`config.mk`:
```
export PLATFORM = sky130hd
export DESIGN_NAME = fetch_queue
export DESIGN_NICKNAME = d
export VERILOG_FILES = /design/src/rtl/fetch_queue.sv
export SDC_FILE = /design/constraint.sdc
export NUM_CORES = 1
export LEC_CHECK = 0
export ABC_AREA = 0
export BUFFER_PORTS_ARGS = -buffer_cell sky130_fd_sc_hd__buf_2
export CORE_MARGIN = 2
export CORE_UTILIZATION = 60
export CTS_CLUSTER_SIZE = 30
export DETAILED_ROUTE_END_ITERATION = 10
export GPL_TIMING_DRIVEN = 0
export HOLD_SLACK_MARGIN = 0.02
export MAX_ROUTING_LAYER = met4
export PLACE_DENSITY = 0.86
export RECOVER_POWER = 50
export SYNTH_ARGS = -nofsm -noshare
export SYNTH_HDL_FRONTEND = slang
export SYNTH_SLANG_ARGS = --single-unit
export TNS_END_PERCENT = 20
```
`constraint.sdc`:
```
create_clock -name clk -period 5.41 [get_ports clk]
set_input_delay 0.8115 -clock clk [delete_from_list [all_inputs] [get_ports clk]]
set_output_delay 0.8115 -clock clk [all_outputs]
set_load 0.01 [all_outputs]
```
`src/rtl/fetch_queue.sv`:
```
// Instruction fetch front end: issues word fetches to instruction memory, buffers
// in-order responses in a circular prefetch FIFO, and handles branch/exception redirects.
module fetch_queue #(
  parameter int unsigned DEPTH      = 4,
  parameter logic [31:0] RESET_PC   = 32'h0000_0000,
  parameter logic [31:0] EXC_VECTOR = 32'h8000_0180
) (
  input  logic        clk,
  input  logic        rst,
  output logic        imem_req,
  output logic [31:0] imem_addr,
  input  logic        imem_gnt,
  input  logic        imem_rvalid,
  input  logic [31:0] imem_rdata,
  input  logic        br,
  input  logic [31:0] br_target,
  input  logic        except,
  output logic        id_valid,
  input  logic        id_ready,
  output logic [31:0] id_inst,
  output logic [31:0] id_pc
);

  localparam int unsigned AW = $clog2(DEPTH);
  localparam int unsigned CW = AW + 1;

  logic [31:0]   mem_q [DEPTH];
  logic [AW-1:0] rd_q, rd_d, wr_q, wr_d;
  logic [CW-1:0] cnt_q, cnt_d, outst_q, outst_d, drop_q, drop_d;
  logic [31:0]   fetch_pc_q, fetch_pc_d, out_pc_q, out_pc_d;
  logic [31:0]   target;
  logic [CW:0]   inflight;
  logic          redir, hs, rsp, push, pop;

  assign redir    = br | except;
  assign target   = except ? EXC_VECTOR : (br_target & 32'hFFFF_FFFC);
  assign inflight = {1'b0, cnt_q} + {1'b0, outst_q};

  // Buffered plus in-flight words never exceed DEPTH, so a push always finds room.
  assign imem_req  = ~rst & ~redir & (inflight < (CW+1)'(DEPTH));
  assign imem_addr = fetch_pc_q;
  assign hs        = imem_req & imem_gnt;

  assign id_valid = ~rst & ~redir & (cnt_q != '0);
  assign id_inst  = mem_q[rd_q];
  assign id_pc    = out_pc_q;
  assign pop      = id_valid & id_ready;

  // A response with nothing outstanding is stray (pre-reset traffic) and is ignored.
  assign rsp  = imem_rvalid & (outst_q != '0);
  assign push = rsp & (drop_q == '0) & ~redir;

  always_comb begin
    outst_d = outst_q;
    if (hs && !rsp)      outst_d = outst_q + CW'(1);
    else if (!hs && rsp) outst_d = outst_q - CW'(1);

    drop_d = (rsp && drop_q != '0) ? drop_q - CW'(1) : drop_q;

    fetch_pc_d = hs   ? fetch_pc_q + 32'd4 : fetch_pc_q;
    out_pc_d   = pop  ? out_pc_q + 32'd4   : out_pc_q;
    wr_d       = push ? wr_q + AW'(1)      : wr_q;
    rd_d       = pop  ? rd_q + AW'(1)      : rd_q;

    cnt_d = cnt_q;
    if (push && !pop)      cnt_d = cnt_q + CW'(1);
    else if (!push && pop) cnt_d = cnt_q - CW'(1);

    // Everything still in flight after this cycle belongs to the old path; the
    // outstanding count already includes any earlier drops, so it is the new drop count.
    if (redir) begin
      fetch_pc_d = target;
      out_pc_d   = target;
      rd_d       = '0;
      wr_d       = '0;
      cnt_d      = '0;
      drop_d     = outst_d;
    end
  end

  always_ff @(posedge clk or posedge rst) begin
    if (rst) begin
      fetch_pc_q <= RESET_PC;
      out_pc_q   <= RESET_PC;
      rd_q       <= '0;
      wr_q       <= '0;
      cnt_q      <= '0;
      outst_q    <= '0;
      drop_q     <= '0;
    end else begin
      fetch_pc_q <= fetch_pc_d;
      out_pc_q   <= out_pc_d;
      rd_q       <= rd_d;
      wr_q       <= wr_d;
      cnt_q      <= cnt_d;
      outst_q    <= outst_d;
      drop_q     <= drop_d;
    end
  end

  always_ff @(posedge clk) begin
    if (push) mem_q[wr_q] <= imem_rdata;
  end

endmodule
```
; ---- Word level (Yosys, flattened, before mapping)
; Memories as Yosys holds them, arrays and structs flattened.
; Index checks and enable logic that the tools add are counted.
[totals]
regBits = 77
ram_bits = 128
out_inout_bits = 98
memories = 1
[mem_list]
columns = memory, depth, width, read_ports, rd_ports_with_merged_regs, wr, line
row1 = mem_q, 4, 32, 1, 0, 1, 27  ; logic [31:0] mem_q [DEPTH];
[classes]
add_sub_neg = 10
magnitude_cmp = 1
mux = 18
bitwise_logic = 11
n_reduce_logical = 18
[op_table]
columns = op, n
row1 = two-way mux 32 bit, 5
row2 = "adder 32 x 3 -> 32 bit, second input constant", 2
row3 = two-way mux 3 bit, 7
row4 = nonzero test 3 bit, 4
row5 = "subtractor 3 x 1 -> 3 bit, second input constant", 3
row6 = bitwise AND 1 bit, 8
row7 = two-way mux 2 bit, 4
row8 = nonzero test 2 bit, 4
row9 = "adder 3 x 1 -> 3 bit, second input constant", 2
row10 = logical AND 1 bit, 5
row11 = "adder 2 x 1 -> 2 bit, second input constant", 2
row12 = adder 3 x 3 -> 4 bit, 1
row13 = logical NOT 1 bit, 4
row14 = "< comparator 4 x 3 -> 1 bit, second input constant", 1
row15 = logical NOT 3 bit, 1
row16 = two-way mux 1 bit, 2
row17 = NOT 1 bit, 2
row18 = OR 1 bit, 1

; ---- Depth between registers and ports, before layout
[logic_depth]
ltp_word = 10
depth_mapped = 11
ltp_nobuf = 10

; ---- Least setup slack after synthesis
; Ideal clock, no wire load.
[synth_timing]
path_kind = input to output
startpoint = input rst
endpoint = output id_valid
arrival_time_ns = 2.748
path_slack_ns = 1.850
path_stages = 2
path_buffers = 0
cell_sequence = inv_1 -> and3_1
[synth_via]
elab_chain_len = 3
[synth_lines]
columns = element, line
row1 = "start, declared", 9  ; input logic rst,
row2 = NOT 1 bit, 44  ; assign id_valid = ~rst & ~redir & (cnt_q != '0);
row3 = bitwise AND 1 bit (2 in a row), 44
row4 = "end, declared", 18  ; output logic id_valid,
; Every way passes these cells.

; ---- Worst setup path after layout
[layout_timing]
startpoint = input br
endpoint = output imem_req
[layout_via]
elab_chain_len = 4
[layout_lines]
columns = element, line
row1 = "start, declared", 15  ; input logic br,
row2 = OR 1 bit, 35  ; assign redir = br | except;
row3 = NOT 1 bit, 40  ; assign imem_req = ~rst & ~redir & (inflight < (CW+1)'(DEPTH));
row4 = bitwise AND 1 bit (2 in a row), 40
row5 = "end, declared", 10  ; output logic imem_req,
; Every way passes these cells.

==> flow_metrics.py <==
metrics = {
    "place": {
        "port_buffers": 162,
        "dp_slack_ns": 1.66,
        "dp.cells": 1071,
        "routabilityCongestion": 0.972,
        "place_hpwl_um": 16500,
        "dpl_cell_area_um2": 10300,
    },
    "synthesis": {
        "synth-seq-cells": 201,
        "ys_seq_area_share_pct": 61.5,
        "ys_types": 58,
        "syn_area_per_cell_um2": 12.9,
        "yosys_warnings": 0,
        "synth_edf_count": 128,
        "netlist_area_um2": 9220,
        "async_reset_ff_share_pct": 36.3,
        "syn_inst": 717,
        "synth_ff_type": "edfxtp_1",
    },
    "critical_path": {
        "r2r-end": "cnt_q[2]",
        "end_kind": "primary output",
        "cp.arrival_ns": 3.02,
        "worst_ep_required_time_ns": 4.60,
        "path_class": "input port to primary output",
        "ff2ff_setup_slack_ns": 2.39,
        "cp-start-kind": "input port",
        "regToRegStartpoint": "cnt_q[1]",
        "r2r_cells": 11,
        "path_max_fanout": 10,
    },
    "clock_network": {
        "clkSinkCount": 201,
        "cts_hold_buf": 0,
        "cts_root_buf": "clkbuf_16",
        "htreeDepth": 1,
        "cts_resized": 0,
        "post-cts-setup-buffer-count": 0,
        "max-clock-path-buffers": 3,
        "clock_latency_ns": 0.50,
        "clkTransAtPathRegs_ns": 0.07,
        "cts_tree": "built",
        "cts-buffers-inserted": 21,
    },
    "die": {
        "fp.dieArea_um2": 16400,
        "die_x_um": 128,
        "start_util_pct": 61.1,
        "floorplan.io_pins": 169,
        "die_y_um": 128,
        "rows": 45,
        "core_um2": 15100,
    },
    "timing": {
        "fin_setup_tns_ns": 0,
        "max_freq_mhz": 261,
        "finalCritPeriodShare_pct": 70.9,
        "fin_skew_ns": 0.0161,
        "slew_headroom_pct": 40.8,
        "report.final.slew_viol_count": 0,
        "max_slew.worst_pin.slew_ns": 0.881,
        "hold_violations": 0,
        "period_needed_ns": 3.83,
        "setup-violations-final": 0,
        "grt_setup_unrepaired": "false",
        "fin_ws_ns": 1.58,
    },
    "global_routing": {
        "antenna_found_initial": 0,
        "grt_overflow": 0,
        "grtUsageMet3_pct": 5.63,
        "grt_pass1_wl_um": 38500,
        "gr-max-usage-layer": "met2",
        "use_met2_pct": 50.9,
        "grtUsageMet1_pct": 42.6,
        "first_global_vias": 6817,
        "grt_max_degree": 62,
        "grt_use_total_pct": 31.8,
    },
    "layout": {
        "antenna_cells": 0,
        "drive_gt1_share_pct": 19.7,
        "fill_cells": 1051,
        "finalNonFillerCells": 1109,
        "layout_commonest_cell": "edfxtp_1",
        "syn2layout_area_growth_pct": 17.8,
        "final_area_um2": 10900,
        "mostFrequentLayoutCells": "128 x edfxtp_1, 111 x clkbuf_1, 90 x buf_2, 73 x dfrtp_1, 70 x a21oi_1",
        "nNetsFinal": 991,
    },
    "routing": {
        "dr.first_iter.drc_count": 820,
        "avgRoutedWirePerCell_um": 22.6,
        "drt_first_pass_iters": 5,
        "route.detailed.drc": 0,
        "ant_nets": 0,
        "num_vias": 7032,
        "via_per_inst": 6.34,
        "wl_um": 25000,
    },
    "power": {
        "power_leakage_nw": 3.99,
        "ir_drop_uv": 178,
        "cellPowerDensity_nw_per_um2": 326,
    },
    "job": {
        "cap_violations": 0,
    },
    "worst_hold_path": {
        "holdCritPathClass": "input port to asynchronous set/reset pin",
    },
    "outcome": {
        "status": "complete, no violations",
    },
}
## cells by family (layout without fill, tap and decap cells)
group	Yosys count	in the layout	share of synthesized area (%)
other	1	4	0.0407
multiplexers	32	32	7.82
XOR/XNOR	32	32	3.04
AND/OR/NAND/NOR	201	201	11.5
flip-flops	201	201	61.5
adder cells (fa/ha/maj)	14	14	1.98
buffers and inverters	71	272	3.22
AO/OA/AOI/OAI	165	165	10.9
## cells in the mapped netlist (3+ instances only)
cell,instances,area share [%]
xnor2_1,23,2.2
buf_2,6,0.33
or3_1,3,0.20
nand3_1,19,1.0
nor2_1,25,1.0
nand4_1,18,1.2
nor2b_1,3,0.20
nand2b_1,4,0.27
ha_1,13,1.8
xor2_1,9,0.86
a211oi_1,7,0.57
o21ai_0,36,2.0
clkbuf_1,27,1.1
a311oi_1,3,0.29
nor3_2,3,0.33
and4_1,5,0.48
or2_2,5,0.34
nor4_2,4,0.54
nor3_1,13,0.71
a21boi_0,13,1.1
nor4_1,7,0.48
mux4_2,32,7.8
and3_1,14,0.95
nand2_1,68,2.8
inv_1,31,1.3
edfxtp_1,128,42
a221oi_1,6,0.57
a21oi_1,70,3.8
buf_4,4,0.33
o31ai_1,11,0.90
dfrtp_1,73,20
## layer usage
layer	wire length (um)	share of wire (%)
met5	0	0
met4	782	3.1
met3	2580	10
met2	12100	48
met1	9530	38
## worst max-delay path: stages
cell and delay [ns]:
buf_2 0.10, buf_2 0.18, nor2_1 0.39, clkbuf_1 0.55
clkbuf_1 0.53, and3_1 0.30, buf_2 0.15
## final cells by class
class                      count  area, um2  area share, %
sequential                   201       5670           52.2
multi-input combinational    448       3270           30.1
timing repair buffer         163        741           6.82
clock buffer                  29        576           5.30
tap                          188        235           2.17
buffer                        40        180           1.66
inverter                      31        118           1.08
clock inverter                 9       76.3          0.703
## report_power, final
part           internal [mW]  leakage (nW)  total [mW]  switching (mW)
registers               1.70          2.11        1.76          0.0651
clock network          0.795         0.324        1.38           0.586
logic                  0.162          1.56       0.405           0.243
## through the flow
step           power (mW)  util (%)  hold WS (ns)
6_report             3.55      72.0         0.443
5_1_grt              3.67      72.0         0.512
4_1_cts              3.56      72.7         0.256
3_5_place_dp         2.19      68.3         0.547
3_3_place_gp         2.17      68.1         0.554
2_1_floorplan        2.04         -         0.525
## worst max path at each step
stage               startpoint        to
floorplan                  rst  id_valid
global placement           rst  id_valid
finish                      br  imem_req
CTS                         br  imem_req
detailed placement          br  imem_req
global route                br  imem_req
## flip-flops by register name, indices dropped and copies added (netlist names)
register / flops
cnt_q: 3
drop_q: 3
id_pc: 30
imem_addr: 30
mem_q: 128
outst_q: 3
rd_q: 2
wr_q: 2
Note: power is estimated with default switching activity, not from simulation.
